[config.mk]
export PLATFORM = sky130hd
export DESIGN_NAME = dl_wr_port_arb
export DESIGN_NICKNAME = d
export VERILOG_FILES = /design/src/rtl/dl_wr_port_arb.sv
export SDC_FILE = /design/constraint.sdc
export NUM_CORES = 1
export LEC_CHECK = 0
export CORE_MARGIN = 3
export CORE_UTILIZATION = 34
export CTS_CLUSTER_DIAMETER = 150
export CTS_CLUSTER_SIZE = 16
export DETAILED_ROUTE_END_ITERATION = 8
export PLACE_DENSITY = 0.77
export RECOVER_POWER = 100
export SYNTH_ARGS = -nofsm -noshare
export SYNTH_HDL_FRONTEND = slang
export SYNTH_SLANG_ARGS = --single-unit
[constraint.sdc]
create_clock -name clk -period 3 [get_ports clk]
set_input_delay 0.6 -clock clk [delete_from_list [all_inputs] [get_ports clk]]
set_output_delay 0.6 -clock clk [all_outputs]
set_load 0.005 [all_outputs]
[src/rtl/dl_wr_port_arb.sv]
`default_nettype none
// ============================================================================
// Module      : dl_wr_port_arb
// Description : Round-robin arbiter sharing one register-file write port
//               among NUM_REQ valid/ready requesters; registered write out.
// Revision    : 1.0 - initial release
// ============================================================================
module dl_wr_port_arb #(
    parameter int NUM_REQ   = 4,
    parameter int ADDR_BITS = 5,
    parameter int DATA_BITS = 32,
    parameter int ID_BITS   = $clog2(NUM_REQ)
) (
    input  logic                           clk,
    input  logic                           rst,
    input  logic                           i_stall,
    input  logic [NUM_REQ-1:0]             i_req_valid,
    input  logic [NUM_REQ*ADDR_BITS-1:0]   i_req_addr,
    input  logic [NUM_REQ*DATA_BITS-1:0]   i_req_data,
    output logic [NUM_REQ-1:0]             o_req_ready,
    output logic                           o_wr_en,
    output logic [ADDR_BITS-1:0]           o_wr_addr,
    output logic [DATA_BITS-1:0]           o_wr_data,
    output logic [ID_BITS-1:0]             o_wr_id
);

    localparam logic [ID_BITS-1:0] c_LAST_ID = ID_BITS'(NUM_REQ - 1);

    logic [ID_BITS-1:0]   r_ptr;
    logic                 r_wr_en;
    logic [ADDR_BITS-1:0] r_wr_addr;
    logic [DATA_BITS-1:0] r_wr_data;
    logic [ID_BITS-1:0]   r_wr_id;

    logic [NUM_REQ-1:0]   w_grant;
    logic [ID_BITS-1:0]   w_win_id;
    logic                 w_xfer;
    logic [ADDR_BITS-1:0] w_sel_addr;
    logic [DATA_BITS-1:0] w_sel_data;

    // Scan from the pointer, wrapping, and take the first valid requester.
    always_comb begin
        int v_idx;
        w_grant  = '0;
        w_win_id = '0;
        w_xfer   = 1'b0;
        v_idx    = 0;
        for (int k = 0; k < NUM_REQ; k++) begin
            v_idx = int'(r_ptr) + k;
            if (v_idx >= NUM_REQ) begin
                v_idx = v_idx - NUM_REQ;
            end
            if (!w_xfer && i_req_valid[v_idx]) begin
                w_xfer         = 1'b1;
                w_grant[v_idx] = 1'b1;
                w_win_id       = ID_BITS'(v_idx);
            end
        end
        if (rst || i_stall) begin
            w_grant = '0;
            w_xfer  = 1'b0;
        end
    end

    assign w_sel_addr = i_req_addr[int'(w_win_id)*ADDR_BITS +: ADDR_BITS];
    assign w_sel_data = i_req_data[int'(w_win_id)*DATA_BITS +: DATA_BITS];

    always_ff @(posedge clk) begin
        if (rst) begin
            r_ptr     <= '0;
            r_wr_en   <= 1'b0;
            r_wr_addr <= '0;
            r_wr_data <= '0;
            r_wr_id   <= '0;
        end else if (w_xfer) begin
            r_ptr     <= (w_win_id == c_LAST_ID) ? '0 : w_win_id + 1'b1;
            // Writes to x0 complete the handshake but never reach the file.
            r_wr_en   <= (w_sel_addr != '0);
            r_wr_addr <= w_sel_addr;
            r_wr_data <= w_sel_data;
            r_wr_id   <= w_win_id;
        end else begin
            r_wr_en   <= 1'b0;
        end
    end

    assign o_req_ready = w_grant;
    assign o_wr_en     = r_wr_en;
    assign o_wr_addr   = r_wr_addr;
    assign o_wr_data   = r_wr_data;
    assign o_wr_id     = r_wr_id;

endmodule
`default_nettype wire

==> flow_summary.toml, run 1 <==
[status]
outcome = "finished clean"

[worst_setup_path]
cp-start-kind = "flip-flop"
regToRegStartpoint = "r_ptr[1]"
cp-end-kind = "output port"
required_ps = 2400
r2r_cells = 14
cp_max_fo = 5
reg2reg_to = "o_wr_data[0]"
setup.worst_path.class = "reg2out"
r2r_slack_ps = 180
cp_cell_sequence = "inv_2 > ha_4 > mux4_2 > buf_6 > nor2b_4 > a22oi_1 > nor2_1 > a221oi_2 > nor3_1 > buf_2"
max_stage_delay_ps = 550
worstPathArrival_ps = 2380
cp_slowest_cell = "mux4_2"

[clock_tree]
insertion_delay_ps = 280
cts_tree = "built"
h-tree-depth = 2
clock-sinks = 42
clk_path_buf_depth = 2
path_clk_slew_ps = 80
cts_buffers = 5
root_buffer = "clkbuf_8"

[finish]
final_layout_size_suffix_gt1_share_pct = 15.21
design_area_um2 = 5756
finalNonFillerCells = 760
finalNetCount = 791
final_util_pct = 61.99
seqCellArea_um2 = 843.3
syn2layout_area_growth_pct = 76.58
fillers = 829
antennaDiodeCount = 0
multiInputGateArea_um2 = 2207

[yosys]
synth_top_cell_area_share_pct = 25.80
synthDistinctLibCells = 43
ys.flop_type = "dfxtp_1"
syn_inst = 426
synthTopCellsByArea = "dfxtp_1, nand2_1, nand3_1"
synth_fp_nets = 586
ys_ff_latch = 42
synth_edf_count = 0
yosysWarnings = 0
netlist_area_um2 = 3259
async_flop_share_pct = 0
ys_seq_area_share_pct = 25.80
syn_area_per_cell_um2 = 7.651
synth_top_area_cell = "dfxtp_1"

[placed_design]
io_buffers = 198
pre_cts_slack_ps = -494.0
placed_area_um2 = 5634
place_congestion = 0.9388
dp.cells = 751
hpwl_um = 9697

[power_and_ir_drop]
ir_drop_uv = 378.5
total_power_mw = 4.399
leakage_nw = 2.489
cellPowerDensity_nw_per_um2 = 764.3

[route]
routed_via_density = 5.250
drtIter0Drc = 177
routedWlPerCell_um = 16.45
routed_wl_um = 12500
ant_nets = 0
dr.pass1.iters = 4
drcViolationCount = 0
vias = 3990

[run]
maxCapViolations = 0

[global_routing]
track_usage_pct = 22.42
grt_pass1_vias = 3948
grt_max_degree = 43
grt_pass1_wl_um = 20130
gr-total-overflow = 0
grt_antenna_before_repair = 0

[timing]
min_period_over_period_pct = 99.39
worst_pin_slew_ps = 351.0
slew_headroom_pct = 76.60
fin_skew_ps = 8.617
finalCriticalPeriod_ps = 2982
finalHoldViolCount = 0
hold_ws_ps = 464.6
rsz0062_at_grt = "yes"
fmax_mhz = 335.4
fin_ws_ps = 18.17
setup_viol = 0
maxSlewViolCount = 0
fin_tns_setup_ps = 0

[die]
num_rows = 35
initial_core_util_pct = 35.11
die_y_um = 103.9
die_x_um = 103.9
io_pins = 199
core_area_um2 = 9284
dieArea_um2 = 10800

[worst_hold_path]
hold_start = "o_wr_data[15]"
hold_end = "o_wr_data[15]"
hold_depth = 2
min_path_type = "reg2reg"
## area by class of cell
class                      count  share of cell area, %
clock buffer                   5                  1.196
clock inverter                 2                 0.1739
inverter                      14                 0.9130
multi-input combinational    328                  38.35
sequential                    42                  14.65
tap                          129                  2.804
timing repair buffer         240                  41.91
## critical path, delay by kind of cell, from the launching register on
kind,cells,cell delay [ps]
AND/OR/NAND/NOR,3,460
multiplexers,1,550
adder cells (fa/ha/maj),1,260
AO/OA/AOI/OAI,2,150
buffers and inverters,3,350
flip-flops,1,340
## flip-flops by register name, indices dropped and copies added, names as in the netlist
| register | flops |
|---|---|
| o_wr_id | 2 |
| o_wr_en | 1 |
| o_wr_data | 32 |
| r_ptr | 2 |
| o_wr_addr | 5 |
## cells in the mapped netlist, drive strengths merged (6+ instances only)
cell / instances
a211o: 14
a211oi: 13
a21oi: 16
a22oi: 6
a31o: 19
buf: 18
clkbuf: 24
dfxtp: 42
inv: 14
mux2i: 15
nand2: 98
nand3: 43
nand3b: 9
nor3b: 19
o211a: 14
o211ai: 16
o21ai: 7
## repair_timing
item	CTS	global route
buffers inserted	2	1
pin swaps	2	5
endpoints found under the setup margin	16	21
resized for setup	24	10
hold buffers	0	0
## worst max path at each step
| stage | start | endpoint | slack (ps) | cells after the start |
|---|---|---|---|---|
| CTS | r_ptr[1] | o_req_ready[0] | 30 | 9 |
| floorplan | r_ptr[0] | o_req_ready[0] | 3 | 10 |
| detailed placement | i_req_valid[3] | o_req_ready[0] | -490 | 7 |
| global placement | i_req_valid[3] | o_req_ready[0] | -440 | 7 |
| finish | r_ptr[1] | o_req_ready[2] | 20 | 10 |
| global route | r_ptr[1] | o_req_ready[2] | -110 | 10 |
## routing by layer
metal	vias to the layer above	GRT usage, %	part of all wire (%)
met5	-	0	0
met4	0	5.223	1.4
met3	12	5.276	7.4
met2	149	39.28	51
met1	1867	27.84	40
li1	1962	-	-
## power by group
group / internal [mW] / switching [mW]
logic: 1.67 / 1.57
clock network: 0.157 / 0.191
registers: 0.744 / 0.0762
## cells in the final DEF (no fill, tap or decap), types with 2 or more instances in the layout
cell type / synthesis / layout
buf_4: 1 / 28
dfxtp_1: 42 / 40
ha_1: 5 / 4
o21ai_0: 3 / 2
o211ai_1: 16 / 16
nand3b_1: 9 / 9
o211a_1: 14 / 14
a211oi_1: 13 / 13
dfxtp_2: 0 / 2
clkbuf_8: 0 / 5
a22oi_1: 6 / 4
buf_2: 11 / 4
mux4_2: 4 / 4
clkdlybuf4s50_1: 0 / 150
o21a_1: 2 / 2
dlygate4sd2_1: 0 / 4
o21ai_1: 3 / 2
buf_6: 3 / 4
a211o_1: 14 / 14
nor2_1: 5 / 5
a22oi_2: 0 / 2
o21ai_4: 0 / 2
buf_12: 2 / 10
a221oi_2: 0 / 3
nor2b_1: 2 / 2
inv_2: 0 / 2
a31o_2: 19 / 19
clkinv_2: 0 / 2
nand2_1: 98 / 98
a21oi_1: 15 / 15
dlygate4sd3_1: 0 / 40
mux2i_1: 15 / 15
nand3_1: 43 / 43
mux2_2: 2 / 2
inv_1: 14 / 12
nor3_1: 4 / 4
nor3b_1: 19 / 19
## kinds of logic after synthesis
group,after synthesis,share of synthesized area (%)
fa+ha+maj,5,1.919
simple gates,184,27.06
compound gates,117,28.21
buf+inv,56,8.676
flops,42,25.80
xor+xnor,1,0.2688
mux,21,8.061
(Power assumes the default switching activity.)
==> run 2: changes to the inputs <==
- PLACE_DENSITY: 0.77 -> 0.78
==> flow_summary.toml, run 2 (same netlist as run 1, synthesis figures left out) <==
[global_routing]
grt_pass1_vias = 3932
gr-total-overflow = 0
grt_antenna_before_repair = 0
track_usage_pct = 21.77
grt_pass1_wl_um = 19700
grt_max_degree = 46

[worst_setup_path]
r2r_cells = 15
cp-end-kind = "output port"
worstPathArrival_ps = 2390
cp-start-kind = "flip-flop"
setup.worst_path.start = "r_ptr[1]"
reg2reg_to = "o_wr_data[10]"
setup.worst_path.class = "reg2out"
r2r_slack_ps = 40
regToRegStartpoint = "r_ptr[1]"
cp_max_fo = 5
required_ps = 2400
crit_end = "o_req_ready[3]"

[placed_design]
place_congestion = 0.8989
hpwl_um = 9479
io_buffers = 198

[route]
drtIter0Drc = 186
drcViolationCount = 0
routedWlPerCell_um = 16.33
ant_nets = 0
routed_wl_um = 12460
routed_via_density = 5.257
vias = 4011
dr.pass1.iters = 5

[timing]
fin_skew_ps = 16.64
worst_pin_slew_ps = 478.4
maxSlewViolCount = 0
rsz0062_at_grt = "yes"
finalHoldViolCount = 0
slew_headroom_pct = 68.11
fin_tns_setup_ps = 0
setup_viol = 0
min_period_over_period_pct = 99.57
finalCriticalPeriod_ps = 2987
fmax_mhz = 334.8

[worst_hold_path]
min_path_type = "reg2reg"

[status]
outcome = "finished clean"

[clock_tree]
root_buffer = "clkbuf_8"
h-tree-depth = 2
cts_buffers = 5
clock-sinks = 42
cts_tree = "built"
path_clk_slew_ps = 90
insertion_delay_ps = 290
clk_path_buf_depth = 2

[die]
initial_core_util_pct = 35.11
die_x_um = 103.9
dieArea_um2 = 10800
core_area_um2 = 9284
io_pins = 199
die_y_um = 103.9
num_rows = 35

[finish]
final_common_cell = "clkdlybuf4s50_1"
finalNetCount = 793
final_layout_size_suffix_gt1_share_pct = 15.77
syn2layout_area_growth_pct = 78.00
most-common-layout-cells = "clkdlybuf4s50_1, nand2_1, nand3_1"
largest_reg_flops = 32
antennaDiodeCount = 0

[run]
maxCapViolations = 0

[power_and_ir_drop]
total_power_mw = 4.521
ir_drop_uv = 391.8
leakage_nw = 2.508
cellPowerDensity_nw_per_um2 = 779.2
[run 2: report_power, final]
group | total (mW) | leakage, nW | switching [mW] | internal [mW]
logic | 3.31 | 2.11 | 1.59 | 1.73
registers | 0.820 | 0.347 | 0.0756 | 0.744
clock network | 0.387 | 0.0472 | 0.202 | 0.185
[run 2: worst min-delay path by stage]
| stage | from | endpoint | slack, ps | depth (start not counted) |
|---|---|---|---|---|
| after floorplan | o_wr_data[13] | o_wr_data[13] | 450 | 2 |
| after global placement | o_wr_data[13] | o_wr_data[13] | 440 | 2 |
| after detailed placement | o_wr_data[13] | o_wr_data[13] | 450 | 2 |
| after CTS | o_wr_data[13] | o_wr_data[13] | 460 | 2 |
| after global routing | o_wr_data[13] | o_wr_data[13] | 480 | 2 |
| final | o_wr_data[23] | o_wr_data[23] | 460 | 2 |
[run 2: per-stage QoR]
stage | util, % | instances | hold WS (ps) | area (um2) | setup slack, ps
after floorplan | - | 426 | 452.7 | 3276 | 3.402
after global placement | 60.63 | 750 | 444.9 | 5629 | -445.1
final | 62.49 | 763 | 462.3 | 5802 | 13.02
after global routing | 62.49 | 763 | 481.4 | 5802 | -67.37
after detailed placement | 60.63 | 750 | 448.9 | 5629 | -536.1
after CTS | 62.16 | 763 | 461.4 | 5771 | 9.687
[run 2: cell type report]
cell class / count / area (um2)
Clock buffer: 6 / 82.58
Clock inverter: 2 / 12.51
Fill cell: 831 / 3482
Inverter: 14 / 52.55
Multi-Input combinational cell: 328 / 2213
Sequential cell: 42 / 843.3
Tap cell: 129 / 161.4
Timing Repair Buffer: 242 / 2436
[run 2: metal layers]
| metal | routed length [um] | track usage [%] | share of wire [%] |
|---|---|---|---|
| met3 | 844 | 5.462 | 6.8 |
| met4 | 134 | 4.558 | 1.1 |
| met5 | 0 | 0 | 0 |
| met2 | 6452 | 38.25 | 52 |
| met1 | 5032 | 26.92 | 40 |
[run 2: critical path, cell delays in order, from the launching register on]
cell and delay [ps]:
dfxtp_2 340, inv_2 50, ha_4 260, mux4_2 540
buf_6 160, nor2b_4 190, a22oi_1 90, nor2_1 110
a221oi_1 60, nor3_1 170, buf_2 140
[run 2: repair_timing]
| item | in CTS | in global routing |
|---|---|---|
| resized for setup | 28 | 5 |
| pin swaps | 5 | 4 |
| hold buffers | 0 | 0 |
| hold endpoints to repair | 0 | 0 |
| buffers inserted | 5 | 0 |
| gates cloned | 0 | 1 |
| endpoints found under the setup margin | 20 | 23 |
